### src/rtl/add_special_result_pkg.sv
// Shared case codes and default widths for the FP adder special-result path.
package add_special_result_pkg;

  localparam int unsigned DefWidth = 32;
  localparam int unsigned DefWsig  = 23;

  typedef enum logic [2:0] {
    CaseNone   = 3'd0,
    CaseNan    = 3'd1,
    CaseInfInv = 3'd2,
    CaseAinf   = 3'd3,
    CaseBinf   = 3'd4
  } case_e;

endpackage

### src/rtl/add_special_result_nan_select.sv
// Picks the NaN operand (a when a is NaN, else b) and quiets it, keeping sign and payload.
module add_special_result_nan_select #(
  parameter int unsigned WIDTH = 32,
  parameter int unsigned WSIG  = 23
) (
  input  logic [WIDTH-1:0] a,
  input  logic [WIDTH-1:0] b,
  input  logic             anan,
  output logic [WIDTH-1:0] nan_q
);

  always_comb begin
    nan_q = anan ? a : b;
    nan_q[WSIG-1] = 1'b1;
  end

endmodule

### src/rtl/add_special_result.sv
// Two-stage valid/ready pipeline producing the FP adder special-input result and invalid flag.
// Optional QNAN_PAYLOAD_EN: NaN results propagate the quieted input NaN instead of canonical qNaN.
module add_special_result
  import add_special_result_pkg::*;
#(
  parameter int unsigned WIDTH = DefWidth,
  parameter int unsigned WSIG  = DefWsig
) (
  input  logic             clk,
  input  logic             reset,
  input  logic             in_valid,
  output logic             in_ready,
  input  logic [WIDTH-1:0] a,
  input  logic [WIDTH-1:0] b,
  input  logic             sub,
  input  logic             ainf,
  input  logic             binf,
  input  logic             anan,
  input  logic             bnan,
  input  logic             asignan,
  input  logic             bsignan,
  input  logic             specinput,
  output logic             out_valid,
  input  logic             out_ready,
  output logic [WIDTH-1:0] out_result,
  output logic             out_special,
  output logic             out_invalid
);

  localparam int unsigned WEXP = WIDTH - WSIG - 1;
  localparam logic [WIDTH-1:0] QnanCanon = {1'b0, {WEXP{1'b1}}, 1'b1, {(WSIG - 1){1'b0}}};

  logic             r_s1_valid;
  case_e            r_s1_code;
  logic             r_s1_sa;
  logic             r_s1_sb;
  logic             r_s1_invalid;

  logic             w_sb;
  logic             w_s1_adv;
  logic             w_s2_adv;
  case_e            w_code;
  logic             w_invalid;
  logic [WIDTH-1:0] w_result;
  logic             w_special;

  assign w_sb     = b[WIDTH-1] ^ sub;
  assign w_s2_adv = ~out_valid | out_ready;
  assign w_s1_adv = r_s1_valid & w_s2_adv;
  assign in_ready = ~r_s1_valid | w_s1_adv;

`ifdef QNAN_PAYLOAD_EN
  logic [WIDTH-1:0] w_nan;
  logic [WIDTH-1:0] r_s1_nan;

  add_special_result_nan_select #(
    .WIDTH(WIDTH),
    .WSIG (WSIG)
  ) u_nan_select (
    .a    (a),
    .b    (b),
    .anan (anan),
    .nan_q(w_nan)
  );

  always_ff @(posedge clk or posedge reset) begin
    if (reset) begin
      r_s1_nan <= '0;
    end else if (in_ready && in_valid) begin
      r_s1_nan <= w_nan;
    end
  end
`else
  // Only the sign bits of the operands matter when NaNs are canonicalised.
  logic w_unused_opnd;
  assign w_unused_opnd = ^{a[WIDTH-2:0], b[WIDTH-2:0]};
`endif

  // Flags are trusted as given; NaN outranks infinity handling.
  always_comb begin
    w_code    = CaseNone;
    w_invalid = 1'b0;
    if (specinput) begin
      if (anan || bnan) begin
        w_code    = CaseNan;
        w_invalid = asignan | bsignan;
      end else if (ainf && binf) begin
        if (a[WIDTH-1] != w_sb) begin
          w_code    = CaseInfInv;
          w_invalid = 1'b1;
        end else begin
          w_code = CaseAinf;
        end
      end else if (ainf) begin
        w_code = CaseAinf;
      end else if (binf) begin
        w_code = CaseBinf;
      end
    end
  end

  always_ff @(posedge clk or posedge reset) begin
    if (reset) begin
      r_s1_valid   <= 1'b0;
      r_s1_code    <= CaseNone;
      r_s1_sa      <= 1'b0;
      r_s1_sb      <= 1'b0;
      r_s1_invalid <= 1'b0;
    end else if (in_ready) begin
      r_s1_valid <= in_valid;
      if (in_valid) begin
        r_s1_code    <= w_code;
        r_s1_sa      <= a[WIDTH-1];
        r_s1_sb      <= w_sb;
        r_s1_invalid <= w_invalid;
      end
    end
  end

  always_comb begin
    w_result  = '0;
    w_special = 1'b1;
    unique case (r_s1_code)
`ifdef QNAN_PAYLOAD_EN
      CaseNan:    w_result = r_s1_nan;
`else
      CaseNan:    w_result = QnanCanon;
`endif
      CaseInfInv: w_result = QnanCanon;
      CaseAinf:   w_result = {r_s1_sa, {WEXP{1'b1}}, {WSIG{1'b0}}};
      CaseBinf:   w_result = {r_s1_sb, {WEXP{1'b1}}, {WSIG{1'b0}}};
      default:    w_special = 1'b0;
    endcase
  end

  always_ff @(posedge clk or posedge reset) begin
    if (reset) begin
      out_valid   <= 1'b0;
      out_result  <= '0;
      out_special <= 1'b0;
      out_invalid <= 1'b0;
    end else if (w_s2_adv) begin
      out_valid <= r_s1_valid;
      if (r_s1_valid) begin
        out_result  <= w_result;
        out_special <= w_special;
        out_invalid <= r_s1_invalid & w_special;
      end
    end
  end

endmodule

### config.mk
export PLATFORM = sky130hd
export DESIGN_NAME = add_special_result
export DESIGN_NICKNAME = d
export VERILOG_FILES = /design/src/rtl/add_special_result_pkg.sv /design/src/rtl/add_special_result_nan_select.sv /design/src/rtl/add_special_result.sv
export SDC_FILE = /design/constraint.sdc
export NUM_CORES = 1
export LEC_CHECK = 0
export CAP_MARGIN = 10
export CORE_ASPECT_RATIO = 0.6
export CORE_UTILIZATION = 25
export DETAILED_ROUTE_END_ITERATION = 10
export GPL_TIMING_DRIVEN = 1
export PLACE_DENSITY = 0.79
export SLEW_MARGIN = 20
export SYNTH_ARGS = -nofsm -noshare
export SYNTH_HDL_FRONTEND = slang
export SYNTH_SLANG_ARGS = --single-unit
### constraint.sdc
create_clock -name clk -period 1.8 [get_ports clk]
set_clock_uncertainty 0.15 [all_clocks]
set_input_delay 0.36 -clock clk [delete_from_list [all_inputs] [get_ports clk]]
set_output_delay 0.36 -clock clk [all_outputs]
set_load 0.005 [all_outputs]
==> summary.md <==
| Metric | Value |
|---|---|
| Clk_lat worst skew | `240 ps` |
| Die ar. | `3750 um2` |
| Mapped Avg Cell Area | `10.4 um2` |
| Lkg Pwr | `0.533 nW` |
| DR iter-0 viols | `10` |
| Hold slack | `296 ps` |
| Critical Path RT | `1290 ps` |
| Vias in the first global route | `507` |
| Diode count | `0` |
| Post-synth EDFFs | `0` |
| Final ANT Viol Nets | `0` |
| Initial antenna violation count | `0` |
| Io pins | `112` |
| CORE AREA | `3300 um2` |
| WL final | `1540 um` |
| Num rows | `16` |
| Most numerous cell in the Yosys netlist | `buf_4` |
| Largest stage delay on the critical path | `480 ps` |
| Tcrit/Tclk final | `95.3%` |
| Synthesized flop and latch total | `13` |
| Post-synth ARST share | `100%` |
| FF-to-FF End | `r_s1_sa$_DFFE_PP0P_` |
| Slew Viols, Final | `0` |
| Total negative slack | `0 ps` |
| Clk slew on worst S/H paths | `50 ps` |
| R2r startpoint | `r_s1_valid$_DFFE_PP0P_` |
| Initial core utilization | `26.5%` |
| # H-tree levels | `1` |
| Crit path max-delay family | `buffers and inverters` |
| CP max-delay cell | `clkdlybuf4s50_1` |
| Placed Area | `1090 um2` |
| Worst vdd rail ir drop | `0.247 mV` |
| GR Util All Layers | `9.00%` |
| Startpoint types | `input port` |
| Residual DRC count | `0` |
| CTS tree | `done` |
| Fin nets | `188` |
| Clock Root Buffer | `clkbuf_8` |
| Synth cell count leaders | `buf_4, dfrtp_1, mux2_2, and3_1, nand2b_1` |
| Setup crit end kind | `primary output` |
| R2R setup slack | `310 ps` |
| Max Cap Violations | `0` |
| Sequential fraction of the synthesis area | `37.1%` |
| Arrival time at the worst endpoint | `1210 ps` |
| Cts bufs inserted | `3` |
| Pwr Density | `857 nW/um2` |
| GPL Wtd Cong | `0.739` |
| Final Setup Violations | `0` |
| Min-delay worst type | `input port to async pin` |
| Fmax | `0.583 GHz` |
| Clk sink count | `13` |
| Min Clock Period, post-route | `1720 ps` |
| Final hold violation count | `0` |
| Reg2Reg Depth | `4` |
| Synth Warn # | `0` |
| Main area contributors after synthesis | `dfrtp_1, buf_4, mux2_2, xnor3_1, and4b_1` |
| CP endpoint | `in_ready` |
| CP Depth | `3` |
| Syn-to-layout area delta | `30.1%` |
| Critical-path cell list | `clkdlybuf4s50_1 -> nand3b_4 -> clkdlybuf4s15_1` |
| Overflow after GRT | `0` |
| Via-per-instance ratio | `3.81` |
| Post-CTS Setup Inserts | `0` |
| Share of the synthesized area in the top cell type | `37.1%` |
| RSZ-0062 raised after global routing | `false` |
| WP buf/inv | `2` |
| First-pass GRT wire length | `2460 um` |
| Layout cells sized above 1 | `14.4%` |
| Crit Path Class | `input port to primary output` |
| Post-synth top flop | `dfrtp_1` |
| Crit path from | `out_ready` |
| Largest net degree at the start of global routing | `14` |
| Gate Count Post-Synth | `84` |
| WL/cell | `9.89 um` |
| Synth area leader | `dfrtp_1` |
| Crit-path max FO | `2` |
| Clock tree buffer depth | `2` |
| Cell area after synthesis | `876 um2` |
| Via Count | `594` |
| Status | `complete, no violations` |
| Detailed placement HPWL | `1320 um` |
| Finished Cell Area | `1140 um2` |
| Yosys cell types | `28` |
| IO buf count | `27` |
| Die height | `47.8 um` |
| Final Power | `0.976 mW` |
| Initial DRT Pass Iterations | `3` |
| DIE WIDTH | `78.4 um` |
how the worst min path moves through the flow:
stage / to / slack, ps
finish: r_s1_invalid$_DFFE_PP0P_ / 300
global route: r_s1_code[0]$_DFFE_PP0P_ / 360
detailed placement: out_special$_DFFE_PP0P_ / 340
floorplan: out_invalid$_DFFE_PP0P_ / 90
global placement: out_result[22]$_DFFE_PP0P_ / 330
CTS: r_s1_invalid$_DFFE_PP0P_ / 310
cells by family (layout without fill, tap and decap cells):
| kind of cell | Yosys count | count (layout) | synth area share (%) |
|---|---|---|---|
| and+or+nand+nor | 19 | 19 | 15.1 |
| xor gates and xnor gates | 4 | 4 | 5.57 |
| muxes | 6 | 6 | 7.71 |
| AOI/OAI and AO/OA | 10 | 10 | 8.28 |
| DFF | 13 | 13 | 37.1 |
| other | 1 | 22 | 0.428 |
| buffers and inverters | 31 | 37 | 25.7 |
where the power goes:
part | switching (mW) | total [mW] | internal, mW
Clock | 0.102 | 0.258 | 0.156
Sequential | 0.0439 | 0.385 | 0.341
Combinational | 0.111 | 0.334 | 0.222
Total | 0.257 | 0.976 | 0.720
worst reg2reg max path: stages, from the launching register on:
cell and delay (ps):
dfrtp_1 470, nand3b_4 130, buf_4 170, nand2_2 110
mux2_2 340
flip-flops by register name (all words and copies together) (netlist names):
signal        count
r_s1_sa           1
out_valid         1
out_special       1
out_result        3
r_s1_invalid      1
r_s1_sb           1
r_s1_valid        1
out_invalid       1
r_s1_code         3
layer usage:
metal	GRT usage, %	share of wire, %
met5	0	0
met1	11.7	49
met4	4.44	1.7
met3	2.29	5.1
met2	14.4	44
layout make-up:
class	instances	area, um2
Clock buffer	4	45.0
Fill cell	334	2160
Inverter	2	7.51
Multi-Input combinational cell	61	404
Sequential cell	13	327
Tap cell	45	56.3
Timing Repair Buffer	31	300
through the flow:
step,worst slack (ps),cells,utilization [%]
2_1_floorplan,507,105,-
6_report,83.9,156,34.5
3_5_place_dp,-210,152,33.1
4_1_cts,9.18,156,34.4
5_1_grt,24.6,156,34.5
3_3_place_gp,-215,152,33.1
what timing repair did:
action	4_1_cts	5_1_grt
hold buffers	0	0
pin swaps	0	0
resized for setup	1	2
setup endpoints to repair	1	9
cell usage in the layout, fill, tap and decap left out, types with 2 or more instances in the layout:
| cell type | instances |
|---|---|
| buf_4 | 4 |
| and4b_1 | 2 |
| nand2_1 | 2 |
| conb_1 | 22 |
| nand2b_1 | 3 |
| a21boi_0 | 2 |
| mux2_2 | 6 |
| dfrtp_1 | 12 |
| a31oi_1 | 2 |
| and3_1 | 3 |
| clkdlybuf4s50_1 | 26 |
| xor2_1 | 2 |
| inv_1 | 2 |
| nor2_1 | 2 |
| clkbuf_8 | 3 |
No activity file was read; power rests on OpenSTA's default activity.
